==> src/rtl/reg_skid_slice_pkg.sv <==
// Shared state codes for the elastic slices and their monitors.
package reg_skid_slice_pkg;

   typedef enum logic [1:0] {
      ST_EMPTY = 2'd0,
      ST_BUSY  = 2'd1,
      ST_FULL  = 2'd2
   } slice_state_e;

   localparam logic [1:0] OCC_MAX = 2'd2;

   // The state code doubles as the word count held by the slice.
   function automatic logic [1:0] occ_of(input slice_state_e st);
      return st;
   endfunction

endpackage

==> src/rtl/reg_skid_slice.sv <==
// Valid/ready slice with a main register and one skid word; s_ready comes straight from a flop.
//
//  state    | meaning
//  ---------+----------------------------------------------------------
//  ST_EMPTY | nothing held, m_valid low
//  ST_BUSY  | one word in main, presented on m_data
//  ST_FULL  | main presented, skid holds the following word, s_ready low
module reg_skid_slice
   import reg_skid_slice_pkg::*;
#(
   parameter int                   REG_WIDTH   = 1,
   parameter logic [REG_WIDTH-1:0] REG_INITIAL = '0
) (
   input  logic                 clk,
   input  logic                 rst,
   input  logic                 flush,
   input  logic                 s_valid,
   output logic                 s_ready,
   input  logic [REG_WIDTH-1:0] s_data,
   output logic                 m_valid,
   input  logic                 m_ready,
   output logic [REG_WIDTH-1:0] m_data,
   output logic [1:0]           occ
);

   slice_state_e         state_q, state_d;
   logic [REG_WIDTH-1:0] main_q, main_d;
   logic [REG_WIDTH-1:0] skid_q, skid_d;
   logic                 s_ready_q, s_ready_d;
   logic                 in_fire, out_fire;

   assign m_valid  = (state_q != ST_EMPTY);
   assign m_data   = main_q;
   assign s_ready  = s_ready_q;
   assign occ      = occ_of(state_q);
   assign in_fire  = s_valid & s_ready_q;
   assign out_fire = m_valid & m_ready;

   always_comb begin
      state_d = state_q;
      main_d  = main_q;
      skid_d  = skid_q;
      unique case (state_q)
         ST_EMPTY: begin
            if (in_fire) begin
               main_d  = s_data;
               state_d = ST_BUSY;
            end
         end
         ST_BUSY: begin
            if (in_fire && out_fire) begin
               main_d = s_data;
            end else if (in_fire) begin
               skid_d  = s_data;
               state_d = ST_FULL;
            end else if (out_fire) begin
               state_d = ST_EMPTY;
            end
         end
         ST_FULL: begin
            if (out_fire) begin
               main_d  = skid_q;
               state_d = ST_BUSY;
            end
         end
         default: state_d = ST_EMPTY;
      endcase
      // Flush drops the held words but leaves the data registers untouched.
      if (flush) begin
         state_d = ST_EMPTY;
         main_d  = main_q;
         skid_d  = skid_q;
      end
      s_ready_d = (state_d != ST_FULL) && !flush;
   end

   always_ff @(posedge clk) begin
      if (rst) begin
         state_q   <= ST_EMPTY;
         main_q    <= REG_INITIAL;
         skid_q    <= REG_INITIAL;
         s_ready_q <= 1'b0;
      end else begin
         state_q   <= state_d;
         main_q    <= main_d;
         skid_q    <= skid_d;
         s_ready_q <= s_ready_d;
      end
   end

   a_occ_range: assert property (@(posedge clk) disable iff (rst) (occ <= OCC_MAX))
      else $error("occ out of range");

endmodule

==> config.mk <==
export PLATFORM = sky130hd
export DESIGN_NAME = reg_skid_slice
export DESIGN_NICKNAME = d
export VERILOG_FILES = /design/src/rtl/reg_skid_slice_pkg.sv /design/src/rtl/reg_skid_slice.sv
export SDC_FILE = /design/constraint.sdc
export NUM_CORES = 1
export LEC_CHECK = 0
export ABC_AREA = 1
export CELL_PAD_IN_SITES_DETAIL_PLACEMENT = 1
export CELL_PAD_IN_SITES_GLOBAL_PLACEMENT = 1
export CORE_AREA = 2 2 39 41
export CTS_CLUSTER_DIAMETER = 200
export DETAILED_ROUTE_END_ITERATION = 16
export DIE_AREA = 0 0 41 43
export PLACE_DENSITY_LB_ADDON = 0.25
export SLEW_MARGIN = 5
export SYNTH_ARGS = -nofsm -noshare
export SYNTH_HDL_FRONTEND = slang
export SYNTH_SLANG_ARGS = --single-unit
==> constraint.sdc <==
create_clock -name clk -period 0.9 [get_ports clk]
set_input_delay 0.09 -clock clk [delete_from_list [all_inputs] [get_ports clk]]
set_output_delay 0.09 -clock clk [all_outputs]
set_load 0.01 [all_outputs]
==> results of run 1 <==
## stage by stage
stage / total power [uW] / utilization
2_1_floorplan: 261 / -
4_1_cts: 579 / 0.352
3_5_place_dp: 315 / 0.312
3_3_place_gp: 315 / 0.312
6_report: 566 / 0.372
5_1_grt: 593 / 0.372
## where the power goes
| part | switching, uW | total [uW] | internal [uW] |
|---|---|---|---|
| Sequential | 4.40 | 227 | 223 |
| Combinational | 37.2 | 80.3 | 43.1 |
| Clock | 91.2 | 259 | 168 |
| Total | 133 | 566 | 433 |
## cells in the mapped netlist, drive strengths merged
| cell type | count |
|---|---|
| o21ai | 1 |
| nand3 | 3 |
| nor2 | 7 |
| nand2 | 11 |
| o211ai | 1 |
| nand4 | 1 |
| a21oi | 4 |
| dfxtp | 5 |
| nor3 | 1 |
| inv | 9 |
## state kept, by name, summed over array words and instances (netlist names)
signal,count
m_data,1
skid_q,1
s_ready,1
occ,2
## layout make-up
cell class,instances,area share
Sequential cell,5,0.212
Clock buffer,4,0.0511
Timing Repair Buffer,18,0.304
Tap cell,16,0.0389
Inverter,9,0.0754
Multi-Input combinational cell,29,0.319
## worst max-delay path, stage by stage (launching register included)
cell and delay [ns]:
sky130_fd_sc_hd__dfxtp_4 0.37, sky130_fd_sc_hd__buf_6 0.11, sky130_fd_sc_hd__inv_4 0.03, sky130_fd_sc_hd__buf_4 0.12
sky130_fd_sc_hd__a21oi_2 0.13, sky130_fd_sc_hd__nand3_1 0.09, sky130_fd_sc_hd__nand2_1 0.06, sky130_fd_sc_hd__nor2_1 0.04
## layer usage
layer  part of all wire  track usage
met1               0.42        0.133
met2               0.53        0.178
met3              0.034       0.0157
met4              0.021        0.120
met5                  0            0
## worst min path at each step
stage	from	end	slack (ns)	depth (start not counted)
finish	m_data	m_data	0.50	2
global route	rst	skid_q	0.54	4
detailed placement	m_data	m_data	0.50	2
floorplan	s_data	skid_q	0.23	2
CTS	rst	skid_q	0.49	4
global placement	m_data	m_data	0.51	2
## cell families after synthesis
family	after synthesis	share of synthesized area
compound gates	6	0.135
flops	5	0.372
simple gates	23	0.367
buf+inv	9	0.126
## what timing repair did
action | in CTS | in global routing
setup buffers | 2 | 1
setup endpoints to repair | 10 | 8
pin swaps | 2 | 6
resized for setup | 23 | 9
gates cloned | 0 | 0
==> impl_metrics.env, run 1 <==
export IMPL_outcome="finished with violations"
export IMPL_violations="setup timing"
export IMPL_r2r_setup_slk_ns=-0.17
export IMPL_p_per_area_nw_per_um2=1100
export IMPL_timing_critical_path_to_type="register"
export IMPL_first_global_vias=348
export IMPL_grt_overflow_total=0
export IMPL_fin_worst_skew_ns=0.00313
export IMPL_dpl_instance_area_um2=432
export IMPL_grtUsageTotal=0.120
export IMPL_timing_fmax_mhz=936
export IMPL_critical_path_reg2reg_endpoint="m_data"
export IMPL_grt_start_max_net_pins=5
export IMPL_hpwl_um=661
export IMPL_vdd_drop_max_mv=0.574
export IMPL_synthesis_instances=43
export IMPL_tritoncts_num_buffers=3
export IMPL_sequential_cell_area_in_the_final_layout_um2=109
export IMPL_setup_slack_ns=-0.168
export IMPL_n_fill_cell=178
export IMPL_cts_num_sinks=5
export IMPL_fp_dieArea_um2=1760
export IMPL_rows=14
export IMPL_drt_pass1_iter_count=4
export IMPL_num_io_pins=11
export IMPL_place_congestion=0.658
export IMPL_layout_drive_gt1_share=0.462
export IMPL_grt_pass1_wl_um=1350
export IMPL_via_count_of_the_routed_design=351
export IMPL_worst_setup_path_endpoint="m_data"
export IMPL_synthDistinctLibCells=13
export IMPL_multi_input_comb_area_um2=164
export IMPL_worstSetupStartpointType="register"
export IMPL_drt_iter0_drc=2
export IMPL_finish_instance_area_um2=514
export IMPL_initial_core_util=0.194
export IMPL_max_cap_violations=0
export IMPL_clock_tree_htree_level_count=1
export IMPL_initial_antenna_violation_count=0
export IMPL_required_ns=1.03
export IMPL_most_common_cell_after_layout_fill_and_taps_aside="sky130_fd_sc_hd__nand2_1"
export IMPL_final_cycle_utilization_of_the_critical_path=1.19
export IMPL_timing_final_max_slew_violations=0
export IMPL_instances_no_fill=81
export IMPL_layout_cells_most_common_list="sky130_fd_sc_hd__nand2_1 (10), sky130_fd_sc_hd__clkdlybuf4s50_1 (5), sky130_fd_sc_hd__buf_4 (5)"
export IMPL_dpl_cell_count=74
export IMPL_finalHoldViolCount=0
export IMPL_p_leak_uw=0.000245
export IMPL_kind_of_path_behind_the_tightest_hold_check="reg -> reg"
export IMPL_ys_ff_latch=5
export IMPL_synth_top_area_cell="sky130_fd_sc_hd__dfxtp_1"
export IMPL_viasPerCell=4.33
export IMPL_timing_final_crit_period_ns=1.07
export IMPL_placement_io_buffers=10
export IMPL_cts_max_path_buffers=2
export IMPL_nets=72
export IMPL_core_um2=1380
export IMPL_synth_cell_area_um2=269
export IMPL_tightest_pin_transition_ns=0.176
export IMPL_detail_route_wl_per_cell_um=10.1
export IMPL_ys_warnings_count=0
export IMPL_path_max_fanout=4
export IMPL_synth_fp_nets=49
export IMPL_slew_limit_headroom=0.882
export IMPL_detailedPlace_worstSlack_ns=-0.250
export IMPL_detail_route_drc_violations=0
export IMPL_worst_r2r_path_depth=7
export IMPL_whs_ns=0.499
export IMPL_worst_setup_path_type="reg -> reg"
export IMPL_setup_tns_final_ns=-0.688
export IMPL_synth_top_cells_by_area="sky130_fd_sc_hd__dfxtp_1 (37%), sky130_fd_sc_hd__nand2_1 (15%), sky130_fd_sc_hd__inv_1 (7.0%)"
export IMPL_areaGrowthSynthToFinish_pct=91.2
export IMPL_antenna_diode_count=0
export IMPL_clock_root_buffer="sky130_fd_sc_hd__clkbuf_4"
export IMPL_drtAntennaViolNets=0
export IMPL_synth_top_cell_area_share=0.372
export IMPL_die_width_um=41
export IMPL_cts_clk_slew_worst_paths_ns=0.04
export IMPL_report_final_setup_viol=7
export IMPL_drt_total_wl_um=815
export IMPL_synth_yosys_seq_area_share=0.372
export IMPL_timing_critical_path_from="occ[1]"
export IMPL_dieHeight_um=43
export IMPL_worstSkewPairLatency_ns=0.24
export IMPL_postSynthAreaPerCell_um2=6.26
export IMPL_startpoint_of_the_lowest_slack_register_to_register_path="occ[1]"
export IMPL_worst_endpoint_arrival_ns=1.20
export IMPL_cts_hold_fix_buffers=0
export IMPL_setup_repair_after_global_routing_missed_its_margin="true"
export IMPL_cts_tree="built"
(Power assumes the default switching activity.)
==> inputs of run 2 (changes only) <==
--- a/config.mk
+++ b/config.mk
@@ -5,7 +5,6 @@
 export SDC_FILE = /design/constraint.sdc
 export NUM_CORES = 1
 export LEC_CHECK = 0
-export ABC_AREA = 1
 export CELL_PAD_IN_SITES_DETAIL_PLACEMENT = 1
 export CELL_PAD_IN_SITES_GLOBAL_PLACEMENT = 1
 export CORE_AREA = 2 2 39 41
@@ -13,6 +12,7 @@
 export DETAILED_ROUTE_END_ITERATION = 16
 export DIE_AREA = 0 0 41 43
 export PLACE_DENSITY_LB_ADDON = 0.25
+export SKIP_CTS_REPAIR_TIMING = 1
 export SLEW_MARGIN = 5
 export SYNTH_ARGS = -nofsm -noshare
 export SYNTH_HDL_FRONTEND = slang
==> impl_metrics.env, run 2 <==
export IMPL_outcome="finished with violations"
export IMPL_violations="setup timing"
export IMPL_grtUsageTotal=0.111
export IMPL_cell_internal_power_uw=437
export IMPL_cts_max_path_buffers=2
export IMPL_synth_commonest_cells="sky130_fd_sc_hd__dfxtp_1 (5), sky130_fd_sc_hd__mux2i_1 (3), sky130_fd_sc_hd__nand2b_1 (3), sky130_fd_sc_hd__nand4b_1 (2), sky130_fd_sc_hd__nor2_1 (2)"
export IMPL_synth_top_family_by_area="simple AND/OR/NAND/NOR gates"
export IMPL_synthesis_instances=27
export IMPL_layout_cells_most_common_list="sky130_fd_sc_hd__clkdlybuf4s50_1 (4), sky130_fd_sc_hd__buf_4 (4)"
export IMPL_critical_path_reg2reg_endpoint="m_data"
export IMPL_areaGrowthSynthToFinish_pct=86.6
export IMPL_synthXorXnorAreaFrac=0
export IMPL_first_global_vias=288
export IMPL_clock_tree_htree_level_count=1
export IMPL_synth_most_common_cell="sky130_fd_sc_hd__dfxtp_1"
export IMPL_synth_cell_area_um2=253
export IMPL_synthDistinctLibCells=17
export IMPL_cts_num_sinks=5
export IMPL_drtAntennaViolNets=0
export IMPL_critical_path_top_delay_family="buffers and inverters"
export IMPL_tightest_pin_transition_ns=0.231
export IMPL_min_to="skid_q"
export IMPL_synth_top_area_cell="sky130_fd_sc_hd__dfxtp_1"
export IMPL_setup_slack_ns=-0.252
export IMPL_initial_antenna_violation_count=0
export IMPL_drt_pass1_iter_count=2
export IMPL_timing_critical_path_from="m_ready"
export IMPL_cts_tree="built"
export IMPL_finalHoldViolCount=0
export IMPL_detail_route_drc_violations=0
export IMPL_ys_ff_latch=5
export IMPL_max_cap_violations=0
export IMPL_fp_dieArea_um2=1760
export IMPL_ys_async_sr_fraction=0
export IMPL_slew_limit_headroom=0.845
export IMPL_ys_warnings_count=0
export IMPL_synthSimpleGateAreaFrac=0.361
export IMPL_critPathMaxStageDelay_ns=0.59
export IMPL_synth_edf_count=0
export IMPL_nets=52
export IMPL_startpoint_of_the_lowest_slack_register_to_register_path="occ[0]"
export IMPL_synth_adder_area_share=0
export IMPL_postSynthAreaPerCell_um2=9.36
export IMPL_synth_compound_gate_area_share=0.109
export IMPL_power_share_sequential=0.408
export IMPL_rows=14
export IMPL_required_ns=1.05
export IMPL_num_io_pins=11
export IMPL_worst_r2r_path_depth=4
export IMPL_max_flop_register="occ"
export IMPL_drt_iter0_drc=3
export IMPL_final_cycle_utilization_of_the_critical_path=1.28
export IMPL_worst_setup_path_type="in -> reg"
export IMPL_clock_root_buffer="sky130_fd_sc_hd__clkbuf_4"
export IMPL_worst_hold_path_num_cells=5
export IMPL_initial_core_util=0.183
export IMPL_critPathSlowestCell="sky130_fd_sc_hd__clkdlybuf4s50_1"
export IMPL_antenna_diode_count=0
export IMPL_kind_of_path_behind_the_tightest_hold_check="in -> reg"
export IMPL_p_per_area_nw_per_um2=1200
export IMPL_r2r_setup_slk_ns=-0.20
export IMPL_timing_final_max_slew_violations=0
export IMPL_largest_register_ff_count=2
export IMPL_synthMuxAreaShare=0.119
export IMPL_timing_critical_path_to_type="register"
export IMPL_setup_repair_after_global_routing_missed_its_margin="true"
export IMPL_clockPowerShare=0.444
export IMPL_p_sw_uw=129
export IMPL_crit_path_cell_trace="clkdlybuf4s50_1, nand3b_1, a31oi_1, nor2_1, a211oi_1"
export IMPL_tritoncts_num_buffers=3
export IMPL_synth_yosys_seq_area_share=0.396
export IMPL_hpwl_um=627
export IMPL_worstHoldStart="s_valid"
export IMPL_detailedPlace_worstSlack_ns=-0.537
export IMPL_worst_endpoint_arrival_ns=1.30
export IMPL_cts_clk_slew_worst_paths_ns=0.04
export IMPL_layout_drive_gt1_share=0.400
export IMPL_synth_top_cells_by_area="sky130_fd_sc_hd__dfxtp_1 (40%), sky130_fd_sc_hd__mux2i_1 (12%), sky130_fd_sc_hd__nand2b_1 (7.4%)"
export IMPL_worstSkewPairLatency_ns=0.24
export IMPL_die_width_um=41
export IMPL_path_max_fanout=5
export IMPL_grt_overflow_total=0
export IMPL_placement_io_buffers=10
export IMPL_dieHeight_um=43
export IMPL_grt_start_max_net_pins=10
export IMPL_synth_ff_type="sky130_fd_sc_hd__dfxtp_1"
export IMPL_viasPerCell=4.67
export IMPL_vdd_drop_max_mv=0.537
export IMPL_worst_path_buf_inv=1
export IMPL_synth_top_cell_area_share=0.396
export IMPL_fin_worst_skew_ns=0.00332
export IMPL_place_congestion=0.687
export IMPL_comb_power_share=0.148
export IMPL_timing_fmax_mhz=868
export IMPL_timing_final_crit_period_ns=1.15
export IMPL_synth_fp_nets=33
export IMPL_p_leak_uw=0.000221
export IMPL_report_final_setup_viol=6
export IMPL_drt_total_wl_um=795
export IMPL_core_um2=1380
export IMPL_detail_route_wl_per_cell_um=13.0
export IMPL_grt_pass1_wl_um=1300
export IMPL_netSwitchingFraction=0.228
export IMPL_post_layout_total_power_uw=566
export IMPL_via_count_of_the_routed_design=285
export IMPL_worstSetupStartpointType="primary input"
[run 2: worst max-delay path by stage]
stage / cells after the start / slack, ns / to
after floorplan: 4 / -0.13 / skid_q
after global placement: 5 / -0.50 / skid_q
after detailed placement: 5 / -0.54 / skid_q
after CTS: 2 / -0.49 / m_valid
after global routing: 4 / -0.30 / skid_q
final: 5 / -0.25 / m_data
[run 2: stage by stage]
stage                     instance area [um^2]  hold slack (ns)  setup TNS [ns]  utilization  cells
after global routing                       472            0.450           -1.28        0.341     61
after global placement                     447            0.469           -2.44        0.323     57
after floorplan                            297            0.149          -0.245            -     27
after detailed placement                   447            0.493           -2.68        0.323     57
after CTS                                  473            0.498           -2.83        0.342     61
final                                      472            0.417          -0.899        0.341     61
[run 2: metal layers]
| metal | track usage | routed length (um) |
|---|---|---|
| met5 | 0 | 0 |
| met4 | 0.0400 | 0 |
| met3 | 0.0471 | 44 |
| met2 | 0.159 | 401 |
| met1 | 0.145 | 349 |
[run 2: cell type report]
| type | instances | area [um^2] |
|---|---|---|
| inverter | 1 | 3.75 |
| timing repair buffer | 14 | 123 |
| multi-input combinational | 21 | 188 |
| sequential | 5 | 111 |
| clock buffer | 4 | 26.3 |
| tap | 16 | 20.0 |
| fill | 168 | 912 |
[run 2: worst min-delay path, stage by stage]
cell                             delay (ns)
sky130_fd_sc_hd__dlymetal6s2s_1        0.18
sky130_fd_sc_hd__nand2_4               0.11
sky130_fd_sc_hd__nor4_4                0.05
sky130_fd_sc_hd__mux2i_1               0.11
sky130_fd_sc_hd__nor2_1                0.07
[run 2: cells by family after synthesis]
group | count (synthesis)
buf+inv | 1
mux | 3
compound gates | 4
flops | 5
simple gates | 14
[run 2: power by group through the flow]
stage	clock [uW]	sequential (uW)	combinational [uW]
2_1_floorplan	0	238	23.1
3_3_place_gp	0	235	85.0
3_5_place_dp	0	237	87.6
4_1_cts	266	233	88.7
5_1_grt	291	231	89.6
6_report	251	231	83.8
==> inputs of run 3 (changes only) <==
--- a/config.mk
+++ b/config.mk
@@ -11,7 +11,7 @@
 export CTS_CLUSTER_DIAMETER = 200
 export DETAILED_ROUTE_END_ITERATION = 16
 export DIE_AREA = 0 0 41 43
-export PLACE_DENSITY_LB_ADDON = 0.25
+export PLACE_DENSITY_LB_ADDON = 0.15
 export SKIP_CTS_REPAIR_TIMING = 1
 export SLEW_MARGIN = 5
 export SYNTH_ARGS = -nofsm -noshare
==> impl_metrics.env, run 3 (synthesized netlist as in run 2, its figures left out) <==
export IMPL_outcome="finished with violations"
export IMPL_violations="setup timing"
export IMPL_cts_max_path_buffers=2
export IMPL_layout_drive_gt1_share=0.426
export IMPL_crit_path_cell_trace="nand3b_1, a31oi_2, nor2_1, a211oi_2"
export IMPL_nets=54
export IMPL_slew_limit_headroom=0.829
export IMPL_num_io_pins=11
export IMPL_worstSkewPairLatency_ns=0.24
export IMPL_critPathSlowestCell="sky130_fd_sc_hd__dfxtp_4"
export IMPL_drtAntennaViolNets=0
export IMPL_initial_antenna_violation_count=0
export IMPL_hpwl_um=586
export IMPL_netSwitchingFraction=0.238
export IMPL_worst_setup_path_type="reg -> reg"
export IMPL_rows=14
export IMPL_path_max_fanout=7
export IMPL_final_cycle_utilization_of_the_critical_path=1.33
export IMPL_place_congestion=0.649
export IMPL_grt_pass1_wl_um=1200
export IMPL_timing_fmax_mhz=838
export IMPL_worstSetupStartpointType="register"
export IMPL_p_sw_uw=138
export IMPL_timing_final_max_slew_violations=0
export IMPL_drt_iter0_drc=0
export IMPL_finalHoldViolCount=0
export IMPL_cts_clk_slew_worst_paths_ns=0.04
export IMPL_kind_of_path_behind_the_tightest_hold_check="in -> reg"
export IMPL_grtUsageTotal=0.110
export IMPL_fp_dieArea_um2=1760
export IMPL_dieHeight_um=43
export IMPL_cts_num_sinks=5
export IMPL_areaGrowthSynthToFinish_pct=101
export IMPL_tritoncts_num_buffers=3
export IMPL_p_per_area_nw_per_um2=1140
export IMPL_grt_start_max_net_pins=10
export IMPL_report_final_setup_viol=6
export IMPL_die_width_um=41
export IMPL_detailedPlace_worstSlack_ns=-0.529
export IMPL_detail_route_drc_violations=0
export IMPL_drt_pass1_iter_count=1
export IMPL_clock_tree_htree_level_count=1
export IMPL_vdd_drop_max_mv=0.553
export IMPL_cell_internal_power_uw=441
export IMPL_clockPowerShare=0.444
export IMPL_cts_tree="built"
export IMPL_timing_critical_path_to_type="register"
export IMPL_power_share_sequential=0.397
export IMPL_viasPerCell=4.70
export IMPL_fin_worst_skew_ns=0.00217
export IMPL_max_cap_violations=0
export IMPL_detail_route_wl_per_cell_um=13.6
export IMPL_tightest_pin_transition_ns=0.255
export IMPL_setup_repair_after_global_routing_missed_its_margin="true"
export IMPL_worst_endpoint_arrival_ns=1.35
export IMPL_p_leak_uw=0.000258
export IMPL_comb_power_share=0.160
export IMPL_max_flop_register="occ"
export IMPL_timing_final_crit_period_ns=1.19
export IMPL_final_core_util=0.367
export IMPL_first_global_vias=272
export IMPL_setup_slack_ns=-0.293
export IMPL_grt_overflow_total=0
export IMPL_initial_core_util=0.183
export IMPL_drt_total_wl_um=856
export IMPL_clock_root_buffer="sky130_fd_sc_hd__clkbuf_4"
export IMPL_largest_register_ff_count=2
export IMPL_via_count_of_the_routed_design=296
export IMPL_dpl_instance_area_um2=447
export IMPL_core_um2=1380
export IMPL_layout_cells_most_common_list="sky130_fd_sc_hd__dlymetal6s2s_1 (5), sky130_fd_sc_hd__buf_4 (5)"
export IMPL_placement_io_buffers=10
export IMPL_required_ns=1.06
export IMPL_finish_instance_area_um2=508
export IMPL_antenna_diode_count=0
export IMPL_critPathMaxStageDelay_ns=0.35
run 3: critical path: cells and delay by family, from the launching register on:
family,cells,cell delay (ns)
and+or+nand+nor,2,0.29
AOI/OAI and AO/OA,2,0.46
DFF,1,0.35
run 3: layer usage:
metal  track usage  wire (um)
met1         0.135        334
met2         0.147        450
met3        0.0314         54
met4         0.100         16
met5             0          0
run 3: final timing paths:
path | end | slack, ns | cells after the start | start
setup / recovery | m_data | -0.29 | 4 | occ[0]
hold reg to reg | skid_q | 0.49 | 2 | skid_q
hold / removal | s_ready | 0.30 | 3 | m_ready
setup reg to reg | m_data | -0.29 | 4 | occ[0]
run 3: power by group through the flow:
stage	clock, uW	combinational, uW	sequential [uW]
after floorplan	0	23.1	238
after global placement	0	86.6	236
after detailed placement	0	87.9	236
after CTS	273	88.9	232
after global routing	295	97.8	230
final	257	92.3	230
run 3: cell type report:
class,count,area [um^2]
Multi-Input combinational cell,21,195
Fill cell,169,876
Inverter,1,3.75
Sequential cell,5,111
Tap cell,16,20.0
Clock buffer,4,26.3
Timing Repair Buffer,16,151
run 3: metrics by stage:
step | power (uW) | instances | TNS, ns | hold WS [ns]
finish | 579 | 63 | -0.938 | 0.298
global route | 623 | 63 | -1.37 | 0.359
CTS | 594 | 61 | -2.73 | 0.495
detailed placement | 324 | 57 | -2.59 | 0.485
global placement | 322 | 57 | -2.41 | 0.483
floorplan | 261 | 27 | -0.245 | 0.149
